### src/rtl/trap_ctrl.sv
// Trap/mret CSR sequencer: owns the single CSR write port while stepping through trap entry or return, then redirects fetch.
// Optional vectored trap targets are enabled by defining TRAP_CTRL_VECTORED_EN.
module trap_ctrl #(
    parameter logic [11:0] MSTATUS_ADDR = 12'h300,
    parameter logic [11:0] MEPC_ADDR    = 12'h341,
    parameter logic [11:0] MCAUSE_ADDR  = 12'h342
) (
    input  logic        clock,
    input  logic        reset,
    input  logic        excp_req_i,
    input  logic [31:0] excp_pc_i,
    input  logic [31:0] excp_cause_i,
    input  logic        mret_req_i,
    input  logic        inst_csr_we_i,
    input  logic [11:0] inst_csr_addr_i,
    input  logic [31:0] inst_csr_wdata_i,
    input  logic [31:0] csr_mtvec_i,
    input  logic [31:0] csr_mepc_i,
    input  logic [31:0] csr_mstatus_i,
    input  logic        redirect_ready_i,
    output logic        csr_we_o,
    output logic [11:0] csr_addr_o,
    output logic [31:0] csr_wdata_o,
    output logic        redirect_valid_o,
    output logic [31:0] redirect_pc_o,
    output logic        pipe_stall_o
);

    typedef enum logic [2:0] {
        IDLE,
        T_MEPC,
        T_MCAUSE,
        T_MSTAT,
        R_MSTAT,
        REDIR
    } state_e;

    state_e      state_q, state_d;
    logic [31:0] pc_q, pc_d;
    logic [31:0] cause_q, cause_d;
    logic [31:0] mtvec_q, mtvec_d;
    logic [31:0] mstatus_q, mstatus_d;
    logic [31:0] mepc_q, mepc_d;
    logic [31:0] target_q, target_d;

    logic [31:0] trap_base;
    logic [31:0] trap_target;
    logic [31:0] trap_mstatus;
    logic [31:0] ret_mstatus;

    assign trap_base = {mtvec_q[31:2], 2'b00};

`ifdef TRAP_CTRL_VECTORED_EN
    assign trap_target = (mtvec_q[1:0] == 2'b01 && cause_q[31])
                       ? trap_base + {cause_q[29:0], 2'b00}
                       : trap_base;
`else
    logic mode_unused;
    assign mode_unused = ^mtvec_q[1:0];
    assign trap_target = trap_base;
`endif

    // Trap entry stacks MIE into MPIE; return restores it and re-arms MPIE.
    always_comb begin
        trap_mstatus        = mstatus_q;
        trap_mstatus[7]     = mstatus_q[3];
        trap_mstatus[3]     = 1'b0;
        trap_mstatus[12:11] = 2'b11;
        ret_mstatus         = mstatus_q;
        ret_mstatus[3]      = mstatus_q[7];
        ret_mstatus[7]      = 1'b1;
        ret_mstatus[12:11]  = 2'b11;
    end

    always_ff @(posedge clock) begin
        if (reset) begin
            state_q   <= IDLE;
            pc_q      <= '0;
            cause_q   <= '0;
            mtvec_q   <= '0;
            mstatus_q <= '0;
            mepc_q    <= '0;
            target_q  <= '0;
        end else begin
            state_q   <= state_d;
            pc_q      <= pc_d;
            cause_q   <= cause_d;
            mtvec_q   <= mtvec_d;
            mstatus_q <= mstatus_d;
            mepc_q    <= mepc_d;
            target_q  <= target_d;
        end
    end

    always_comb begin
        state_d          = state_q;
        pc_d             = pc_q;
        cause_d          = cause_q;
        mtvec_d          = mtvec_q;
        mstatus_d        = mstatus_q;
        mepc_d           = mepc_q;
        target_d         = target_q;
        csr_we_o         = 1'b0;
        csr_addr_o       = '0;
        csr_wdata_o      = '0;
        redirect_valid_o = 1'b0;
        redirect_pc_o    = '0;
        pipe_stall_o     = (state_q != IDLE);

        case (state_q)
            IDLE: begin
                if (excp_req_i) begin
                    pc_d      = excp_pc_i;
                    cause_d   = excp_cause_i;
                    mtvec_d   = csr_mtvec_i;
                    mstatus_d = csr_mstatus_i;
                    state_d   = T_MEPC;
                end else if (mret_req_i) begin
                    mepc_d    = csr_mepc_i;
                    mstatus_d = csr_mstatus_i;
                    state_d   = R_MSTAT;
                end else begin
                    csr_we_o    = inst_csr_we_i;
                    csr_addr_o  = inst_csr_addr_i;
                    csr_wdata_o = inst_csr_wdata_i;
                end
            end
            T_MEPC: begin
                csr_we_o    = 1'b1;
                csr_addr_o  = MEPC_ADDR;
                csr_wdata_o = {pc_q[31:2], 2'b00};
                state_d     = T_MCAUSE;
            end
            T_MCAUSE: begin
                csr_we_o    = 1'b1;
                csr_addr_o  = MCAUSE_ADDR;
                csr_wdata_o = cause_q;
                state_d     = T_MSTAT;
            end
            T_MSTAT: begin
                csr_we_o    = 1'b1;
                csr_addr_o  = MSTATUS_ADDR;
                csr_wdata_o = trap_mstatus;
                target_d    = trap_target;
                state_d     = REDIR;
            end
            R_MSTAT: begin
                csr_we_o    = 1'b1;
                csr_addr_o  = MSTATUS_ADDR;
                csr_wdata_o = ret_mstatus;
                target_d    = mepc_q;
                state_d     = REDIR;
            end
            REDIR: begin
                redirect_valid_o = 1'b1;
                redirect_pc_o    = target_q;
                if (redirect_ready_i) begin
                    state_d = IDLE;
                end
            end
            default: begin
                state_d = IDLE;
            end
        endcase
    end

endmodule

### config.mk
export PLATFORM = sky130hd
export DESIGN_NAME = trap_ctrl
export DESIGN_NICKNAME = d
export VERILOG_FILES = /design/src/rtl/trap_ctrl.sv
export SDC_FILE = /design/constraint.sdc
export NUM_CORES = 1
export LEC_CHECK = 0
export ABC_AREA = 1
export BUFFER_PORTS_ARGS = -buffer_cell sky130_fd_sc_hd__buf_4
export CELL_PAD_IN_SITES_DETAIL_PLACEMENT = 1
export CELL_PAD_IN_SITES_GLOBAL_PLACEMENT = 1
export CORE_MARGIN = 2
export CORE_UTILIZATION = 34
export CTS_CLUSTER_SIZE = 16
export DETAILED_ROUTE_END_ITERATION = 6
export PLACE_DENSITY_LB_ADDON = 0.15
export SETUP_SLACK_MARGIN = 0.3
export SYNTH_ARGS = -nofsm -noshare
export SYNTH_HDL_FRONTEND = slang
export SYNTH_SLANG_ARGS = --single-unit
### constraint.sdc
create_clock -name clock -period 1.89 [get_ports clock]
set_input_delay 0.189 -clock clock [delete_from_list [all_inputs] [get_ports clock]]
set_output_delay 0.189 -clock clock [all_outputs]
set_load 0.02 [all_outputs]
Word level (Yosys, flattened, before mapping)
Cells that the tools add are included.
Operators by class
  equal/unequal tests: 7
  muxes and demuxes: 18
  bitwise gates (word level): 1
  reduce and logical (&&, ||, !) cells: 10
Operators with widths (count)
  2-to-1 mux 32 bit: 5
  case mux 32 bit (5 select lines): 1
  case mux 32 bit (2 select lines): 1
  case mux 12 bit (4 select lines): 1
  2-to-1 mux 12 bit: 2
  case mux 3 bit (5 select lines): 1
  2-to-1 mux 3 bit: 3
  equality test 3 x 2 -> 1 bit (second input constant): 2
  equality test 3 bit (second input constant): 2
  AND reduction 2 bit: 3
  nonzero test 2 bit: 2
  OR reduction 4 bit: 1
  equality test 3 x 1 -> 1 bit (second input constant): 1
  zero test 3 bit: 1
  2-to-1 mux 1 bit: 3
  inequality test 3 bit (second input constant): 1
  AND reduction 3 bit: 1
  nonzero test 3 bit: 1
  inequality test 2 bit (second input constant): 1
  case mux 1 bit (2 select lines): 1
  OR reduction 2 bit: 1
  NOT 1 bit: 1
Word-level totals
  bits in registers: 195
  bits of input ports: 210
  output and inout port bits: 79
  word-level logic and storage cells: 43

Depth between registers and ports, before layout
  depth after elaboration: 3
  depth in mapped cells: 9
  depth with buffers taken out: 7

Worst setup path before layout
Ideal clock, no wire load.
  path kind: register -> output
  start: register state_q[0]
  end: output port csr_wdata_o[10]
  arrival: 1.438 ns
  required time: 1.701 ns
  setup slack: 0.263 ns
  cell stages (with the launch flop): 9
  buffers on the path: 3
  cell sequence: dfxtp_1 -> buf_4 -> nor2_8 -> nand2_2 -> nor2_1 -> buf_2 -> buf_4 -> nand2_1 -> nand4_1
On the way
  word-level cells in the longest chain between the ends: 2
  elaborated cells on any way between the ends: 6
  classes of those cells: 4 x eq/ne; 1 x mux; 1 x reduce/logical
RTL lines
  from (decl): line 38  | state_e state_q, state_d;
  from (signal assigned): line 85  | state_q <= state_d;
  equality test 3 bit, or another cell as far along: line 110  | case (state_q)
  case mux 32 bit (5 select lines) *: line 110
  to (decl): line 23  | output logic [31:0] csr_wdata_o,
Mark *: on every way between the ends. The rest lies on a longest branch, timed or not.

Final worst setup path
  start: register state_q[1]
  end: output port redirect_pc_o[11]
On the way
  word-level cells in the longest chain between the ends: 2
RTL lines
  equality test 3 bit: line 110
  2-to-1 mux 32 bit: line 110
  to (decl): line 25  | output logic [31:0] redirect_pc_o,
Every way passes these cells.

==> summary.md <==
| Metric | Value |
|---|---|
| Outcome | finished with violations |
| Failing checks | setup timing |
| Worst VDD drop | 0.897 mV |
| Worst-Margin Slew | 0.724 ns |
| 1st-pass router iterations | 4 |
| Synth cell types | 22 |
| Seq/Total Area, Yosys | 45.5% |
| Htree depth | 4 |
| Buf/Inv on CP | 6 |
| WHS Path Cells | 3 |
| Data arrival, critical path | 1.83 ns |
| Post-DP HPWL | 20000 um |
| Mapped Nets | 1432 |
| Design area | 13600 sq um |
| Via count | 9686 |
| Setup violators final | 71 |
| Global routing usage on met1 | 30.4% |
| Post-DP Area | 10800 sq um |
| Placed cell count | 1761 |
| Ranking of synthesized cells by area | dfxtp_1 45%, nand2_1 15%, nand3_1 9.7% |
| Total gr overflow | 0 |
| Minimum clock period | 2.02 ns |
| Yosys top cell area share | 45.5% |
| Worst-path clk slew | 0.07 ns |
| Post-synthesis adder-cell area fraction | 0% |
| FMAX | 496 MHz |
| Max-cap violations | 0 |
| Area leader, netlist | dfxtp_1 |
| Final Hold Fails | 0 |
| Worst-Skew Late Latency | 0.44 ns |
| PnR worst setup slack | -0.126 ns |
| Delay of the slowest critical-path stage | 0.38 ns |
| Synth Instances | 1222 |
| Clock tree buffer depth | 2 |
| FF+latch count, synth | 189 |
| Final Util | 56.3% |
| Slew HR | 51.7% |
| Xor/xnor cell area share of the yosys netlist | 0% |
| Static Leak | 5.89 nW |
| Site row count | 57 |
| GR Util met2 | 45.9% |
| RSZ-0062 raised after global routing | yes |
| Final Skew | 0.0156 ns |
| Post-DR vias/cell | 5.15 |
| Cell Count, Final, Fillers Out | 1879 |
| Simple-gate share of the synthesized area | 34.7% |
| Mapped cell area | 8320 sq um |
| Post-DR wirelength/cell | 20.4 um |
| Hold_ws | 0.0118 ns |
| Crit end category | primary output |
| Worst hold-check path type | input port to register |
| Chip width | 160 um |
| Post-synthesis average cell area | 6.81 sq um |
| Largest net degree at the start of global routing | 127 |
| Total global-route track usage | 25.6% |
| Final wirelength | 38400 um |
| Crit path kind | register to primary output |
| Vias in the first global route | 9398 |
| Worst path depth | 8 |
| I/O pin count | 289 |
| Synth Area in Compound Gates | 11.8% |
| Largest family of logic cells by synthesized area | simple AND/OR/NAND/NOR gates |
| Worst EP required | 1.70 ns |
| Worst path top cell family by delay | buffers and inverters |
| CTS Buf Count | 17 |
| DIE AREA | 25700 sq um |
| Port-buffer cells | 282 |
| RD Place Congestion | 0.811 |
| Post-synthesis mux area share | 0% |
| DRT iter0 DRCs | 464 |
| Reg2Reg Depth | 11 |
| Slowest CP cell | dfxtp_4 |
| Residual DRC | 0 |
| CP Launch Type | register |
| Clock sink count | 189 |
| Critical path fanouts, max | 6 |
| Period utilization | 107% |
| Initial antenna violation count | 1 |
| Critical-path cell list | inv_4 -> buf_4 -> buf_6 -> nand3_4 -> buf_4 -> clkbuf_16 -> nor2_4 -> buf_6 |
| Pwr/cell area | 1530 nW/um^2 |
| Layout cell share with drive strength beyond 1 | 34.9% |
| CTS tree | done |
| Initial Util | 34.4% |
| Core ar. | 24200 sq um |
| Slew Viols, Final | 0 |
| Yosys warns | 0 |
| Grt peak-use layer | met2 |
| M3 GR Usage | 5.86% |
| P&R area growth vs syn | 63.5% |
| CTS Root Cell | clkbuf_16 |
| Global-route wire length before repair | 51800 um |
| Nets | 1750 |
| Antenna Nets Post-Route | 0 |
| Die height | 160 um |
## registers in the layout (all words and copies together) (netlist names)
signal and cells:
target_q 32, state_q 3, mstatus_q 30, mepc_q 32
cause_q 32, mtvec_q 30, pc_q 30
## Yosys cell counts
library cell	n
nor2_2	1
inv_1	50
buf_2	23
dfxtp_1	189
a21oi_1	129
nor2_1	167
inv_2	3
buf_1	8
a22oi_1	1
nor2_8	1
nand4_1	28
nor3_2	1
nand2_1	324
buf_4	20
o21ai_0	16
o21ai_1	49
nand2_2	2
clkbuf_2	1
clkbuf_1	46
nand3b_1	1
nand3_1	161
nor3_1	1
## tightest hold or removal path: cells and delay by family
| kind | cells | cell delay [ns] |
|---|---|---|
| simple gates | 2 | 0.13 |
| buf+inv | 1 | 0.09 |
## area by class of cell
| class | instances | area [sq um] |
|---|---|---|
| tap | 324 | 405 |
| timing repair buffer | 394 | 3970 |
| sequential | 189 | 3790 |
| multi-input combinational | 884 | 4620 |
| antenna | 2 | 5.00 |
| clock buffer | 18 | 439 |
| inverter | 53 | 220 |
| fill | 2898 | 10600 |
| timing repair inverter | 1 | 16.3 |
| clock inverter | 14 | 130 |
## through the flow
step,setup slack (ns),TNS [ns],total power [W]
final,-0.126,-4.71,0.0208
after global routing,-0.178,-8.86,0.0217
after CTS,-0.103,-2.91,0.0180
after detailed placement,0.130,0,0.0132
after global placement,0.184,0,0.0131
after floorplan,0.332,0,0.0103
## path summary, 6_finish.rpt
| kind | from | end | slack [ns] |
|---|---|---|---|
| setup reg to reg | state_q[1] | state_q[0] | 0.21 |
| setup / recovery | state_q[1] | redirect_pc_o[11] | -0.13 |
| hold reg to reg | mstatus_q[30] | mstatus_q[30] | 0.46 |
| hold / removal | csr_mepc_i[2] | mepc_q[2] | 0.01 |
## logic make-up after synthesis
group | after synthesis
compound gates | 195
buf+inv | 151
flops | 189
simple gates | 687
## routing by layer
layer	wire length, um	share of wire, %	up-vias
li1	-	-	4618
met1	15700	41	4751
met2	19900	52	260
met3	1940	5.1	57
met4	874	2.3	0
met5	0	0	-
## where the power goes
part / switching, W / total (W) / internal (W)
clock: 0.00177 / 0.00355 / 0.00178
combinational: 0.00665 / 0.0115 / 0.00483
sequential: 0.000665 / 0.00573 / 0.00506
total: 0.00909 / 0.0208 / 0.0117
## cells in the final DEF, fill, tap and decap left out, drive strengths merged
cell,count
nor2,169
nand4,28
a22oi,1
bufbuf,1
nand3b,1
inv,56
nor3,2
nand3,161
clkinvlp,1
nand2,328
a21oi,129
dfxtp,189
buf,353
clkinv,11
clkbuf,31
diode,2
dlygate4sd3,27
o21ai,65
## what timing repair did
action | CTS | global route
pin swaps | 17 | 46
cloned | 5 | 26
hold endpoints to repair | 27 | 0
setup buffers | 16 | 10
resized for setup | 119 | 190
endpoints found under the setup margin | 96 | 157
hold buffers | 27 | 0
Note: power is estimated with default switching activity, not from simulation.
